$ cat config.mk
export PLATFORM = sky130hd
export DESIGN_NAME = uart_tx_stream
export DESIGN_NICKNAME = d
export VERILOG_FILES = /design/src/rtl/uart_tx_stream.sv
export SDC_FILE = /design/constraint.sdc
export NUM_CORES = 1
export LEC_CHECK = 0
export ABC_AREA = 1
export CELL_PAD_IN_SITES_DETAIL_PLACEMENT = 0
export CELL_PAD_IN_SITES_GLOBAL_PLACEMENT = 1
export CORE_MARGIN = 5
export CORE_UTILIZATION = 39
export DETAILED_ROUTE_END_ITERATION = 8
export PLACE_DENSITY = 0.78
export SLEW_MARGIN = 10
export SYNTH_ARGS = -nofsm -noshare
export SYNTH_HDL_FRONTEND = slang
export SYNTH_SLANG_ARGS = --single-unit
$ cat constraint.sdc
create_clock -name clk -period 2.3 [get_ports clk]
set_input_delay 0.23 -clock clk [delete_from_list [all_inputs] [get_ports clk]]
set_output_delay 0.23 -clock clk [all_outputs]
set_load 0.1 [all_outputs]
$ cat src/rtl/uart_tx_stream.sv
// UART transmitter that drains a show-ahead FIFO: one pop per frame, LSB-first,
// optional parity, 1 or 2 stop bits, back-to-back frames while data is available.
module uart_tx_stream #(
    parameter int DATA_BITS = 8,
    parameter int BAUD_DIV  = 434,
    parameter int PARITY    = 0,
    parameter int STOP_BITS = 1
) (
    input  logic                 clk,
    input  logic                 rst,
    input  logic                 en,
    input  logic                 fifo_empty,
    input  logic [DATA_BITS-1:0] fifo_data,
    output logic                 fifo_ren,
    output logic                 tx,
    output logic                 busy,
    output logic                 frame_done
);

    localparam int               CNT_W      = (BAUD_DIV > 1) ? $clog2(BAUD_DIV) : 1;
    localparam logic [CNT_W-1:0] BAUD_LAST  = CNT_W'(BAUD_DIV - 1);
    localparam logic [3:0]       DATA_LAST  = 4'(DATA_BITS - 1);
    localparam logic [3:0]       STOP_LAST  = 4'(STOP_BITS - 1);
    localparam logic             ODD_PARITY = (PARITY == 1);

    localparam logic [2:0] S_IDLE   = 3'd0;
    localparam logic [2:0] S_START  = 3'd1;
    localparam logic [2:0] S_DATA   = 3'd2;
    localparam logic [2:0] S_PARITY = 3'd3;
    localparam logic [2:0] S_STOP   = 3'd4;

    logic [2:0]           state;
    logic [CNT_W-1:0]     baud_cnt;
    logic [3:0]           bit_cnt;
    logic [DATA_BITS-1:0] shift_reg;
    logic                 parity_bit;

    logic bit_end;
    logic last_stop;
    logic start_frame;

    // A new frame loads from IDLE or straight out of the final stop bit.
    always_comb begin
        bit_end     = (state != S_IDLE) && (baud_cnt == BAUD_LAST);
        last_stop   = (state == S_STOP) && bit_end && (bit_cnt == STOP_LAST);
        start_frame = en && !fifo_empty && ((state == S_IDLE) || last_stop);
    end

    // NOTE: shift_reg and parity_bit hold no reset; they are always loaded before use.
    always_ff @(posedge clk) begin
        if (start_frame) begin
            shift_reg  <= fifo_data;
            parity_bit <= (^fifo_data) ^ ODD_PARITY;
        end else if (bit_end && (state == S_START || state == S_DATA)) begin
            shift_reg <= shift_reg >> 1;
        end
    end

    // NOTE: non-blocking assignments throughout, so later lines in this block
    // override earlier defaults without creating ordering hazards.
    always_ff @(posedge clk) begin
        if (rst) begin
            state      <= S_IDLE;
            baud_cnt   <= '0;
            bit_cnt    <= '0;
            tx         <= 1'b1;
            fifo_ren   <= 1'b0;
            busy       <= 1'b0;
            frame_done <= 1'b0;
        end else begin
            fifo_ren   <= 1'b0;
            frame_done <= 1'b0;

            if (state != S_IDLE) begin
                baud_cnt <= bit_end ? '0 : baud_cnt + 1'b1;
            end

            case (state)
                S_IDLE: ;
                S_START: begin
                    if (bit_end) begin
                        state   <= S_DATA;
                        tx      <= shift_reg[0];
                        bit_cnt <= '0;
                    end
                end
                S_DATA: begin
                    if (bit_end) begin
                        if (bit_cnt == DATA_LAST) begin
                            bit_cnt <= '0;
                            if (PARITY != 0) begin
                                state <= S_PARITY;
                                tx    <= parity_bit;
                            end else begin
                                state <= S_STOP;
                                tx    <= 1'b1;
                            end
                        end else begin
                            bit_cnt <= bit_cnt + 4'd1;
                            tx      <= shift_reg[0];
                        end
                    end
                end
                S_PARITY: begin
                    if (bit_end) begin
                        state   <= S_STOP;
                        tx      <= 1'b1;
                        bit_cnt <= '0;
                    end
                end
                S_STOP: begin
                    if (bit_end) begin
                        if (bit_cnt == STOP_LAST) begin
                            frame_done <= 1'b1;
                            state      <= S_IDLE;
                            busy       <= 1'b0;
                        end else begin
                            bit_cnt <= bit_cnt + 4'd1;
                        end
                    end
                end
                default: state <= S_IDLE;
            endcase

            // Placed last so a back-to-back load overrides the return to IDLE.
            if (start_frame) begin
                state    <= S_START;
                tx       <= 1'b0;
                busy     <= 1'b1;
                baud_cnt <= '0;
                bit_cnt  <= '0;
                fifo_ren <= 1'b1;
            end
        end
    end

endmodule

==> results.toml <==
[status]
status = "completed"

[pwr]
p_leak_nw = 0.8021
peakVddDrop_v = 0.0002706
power_density_nw_per_um2 = 603.6

[die]
die-area_um2 = 5614
ios = 16
num_rows = 23
start_util_pct = 40.52
core_um2 = 4058
die_h_um = 74.93
dieWidth_um = 74.93

[synthesis]
synth_cell_type_count = 26
yosysSeqAreaShare_pct = 38.96
syn_nets = 245
async_flop_share_pct = 0
ys_ff_latch = 28
synth-edff-count = 8
postSynthAreaPerCell_um2 = 7.179
synthFlopType = "dfxtp_1"
yosysWarningCount = 0
syn_area_um2 = 1644
syn_inst = 229

[sta]
max_freq_mhz = 500.5
drv_slew = 0
setup_tns_ps = 0
hold_violations = 0
worstMarginPinSlew_ps = 400.9
clock_skew_ps = 4.454
fin_crit_ps = 1998
worst_hold_slack_ps = 481.8
period_share_pct = 86.87
rsz0062_at_grt = "no"
setup_viol = 0
slew-limit-headroom_pct = 72.99

[clock_tree]
cts_max_path_buffers = 2
cts_max_level = 1
clk_latency_ps = 270
root_buffer = "clkbuf_8"
ctsResizeCount = 0
clkSinkCount = 28
cts_setup_buffers = 0
holdBufCountCts = 0
cts_tree = "done"
cts_made_buffers = 3
path_clk_slew_ps = 90

[route]
met3_length_um = 77
drc = 0
drt-met1-wl_mm = 1.709
via_per_inst = 4.699
antenna_left = 0
wl_per_cell_um = 11.58
num_vias = 1391
routed_wl_mm = 3.429
topRoutingLayerUsed = "met4"
wl_met2_mm = 1.613
drtPass1Iterations = 4
drtIter0Drc = 103

[finish]
largest_register_ffs = 9
diodes = 0
area_delta_synth_final_pct = 14.54
mostFrequentLayoutCells = "nand2_1, nand3_1, inv_1, nor2_1, dfxtp_1"
fillers = 425
post-route-cell-area_um2 = 1883
drive_gt1_share_pct = 15.85
nets = 263
layout_commonest_cell = "nand2_1"

[grt]
grt_pass1_wl_mm = 6.051
track_usage_pct = 13.70
grt_max_degree = 17
grt_pass1_vias = 1346
overflow = 0
grt_antenna_before_repair = 0

[critical_path]
crit_arrival_ps = 1950
crit_type = "register to register"
crit_fanout = 12
rrSetupSlack_ps = 300
critPathCaptureType = "register"
cp.required_ps = 2250
critPathLaunchType = "register"

[job]
max_cap_viol_count = 0

[place]
placed_cell_area_um2 = 1812
hpwlAfterDp_mm = 2.695
io_buffers = 15
place.gp.congestion = 0.7611

[worst_hold_path]
hold_class = "register to register"
power breakdown:
group / switching [mW] / internal, mW / total [mW]
Clock: 0.155 / 0.233 / 0.388
Combinational: 0.138 / 0.0655 / 0.204
Sequential: 0.0134 / 0.531 / 0.545
Total: 0.307 / 0.830 / 1.14
routing by layer:
metal,track usage [%],up-vias
met5,0,-
met4,3.557,0
met3,2.136,4
met2,22.63,20
met1,18.64,596
li1,-,771
critical path, stage by stage, from the launching register on:
cell	delay [ps]
dfxtp_1	330
inv_1	90
ha_1	170
nand2_1	60
nor2_1	140
nand2_2	90
o21ai_4	300
nand2_4	170
nand2_1	320
area by class of cell:
type                       instances  area, um^2  area share (%)
timing repair buffer              16       147.6           7.841
tap                               50       62.56           3.322
clock inverter                     1       30.03           1.595
sequential                        28       640.6           34.02
multi-input combinational        165       837.1           44.45
clock buffer                       3       41.29           2.193
inverter                          33       123.9           6.578
cell usage after synthesis, types with 3 or more instances:
master | number | area, um^2
ha_1 | 4 | 50.05
dfxtp_1 | 20 | 400.4
o21ai_0 | 9 | 45.04
nor3_1 | 4 | 20.02
nor2_2 | 9 | 56.30
nand3_1 | 31 | 155.2
nor2_1 | 24 | 90.09
nand4_1 | 5 | 31.28
a21oi_1 | 3 | 15.01
inv_2 | 5 | 18.77
nand2_2 | 7 | 43.79
edfxtp_1 | 8 | 240.2
inv_1 | 28 | 105.1
nand2_1 | 56 | 210.2
per-stage QoR:
stage                     total power [mW]  setup WS (ps)  std cells  util, %
final                                1.137          302.0        296    46.41
after detailed placement            0.7624          280.1        292    44.65
after global placement              0.7634          353.2        292    44.65
after CTS                            1.154          265.2        296    46.41
after floorplan                     0.7132          474.8        229        -
after global routing                 1.200          48.81        296    46.41
worst paths after layout:
kind | start | endpoint | cells after the start
worst min-delay path | busy | busy | 2
worst max register to register | bit_cnt[0] | shift_reg[4] | 8
worst max-delay path | bit_cnt[0] | shift_reg[4] | 8
worst min register to register | busy | busy | 2
logic make-up after synthesis:
group           synth area share (%)
flops                          38.96
simple gates                   40.33
buf+inv                        10.12
compound gates                 7.002
fa+ha+maj                      3.044
xor+xnor                      0.5328
(Power assumes the default switching activity.)
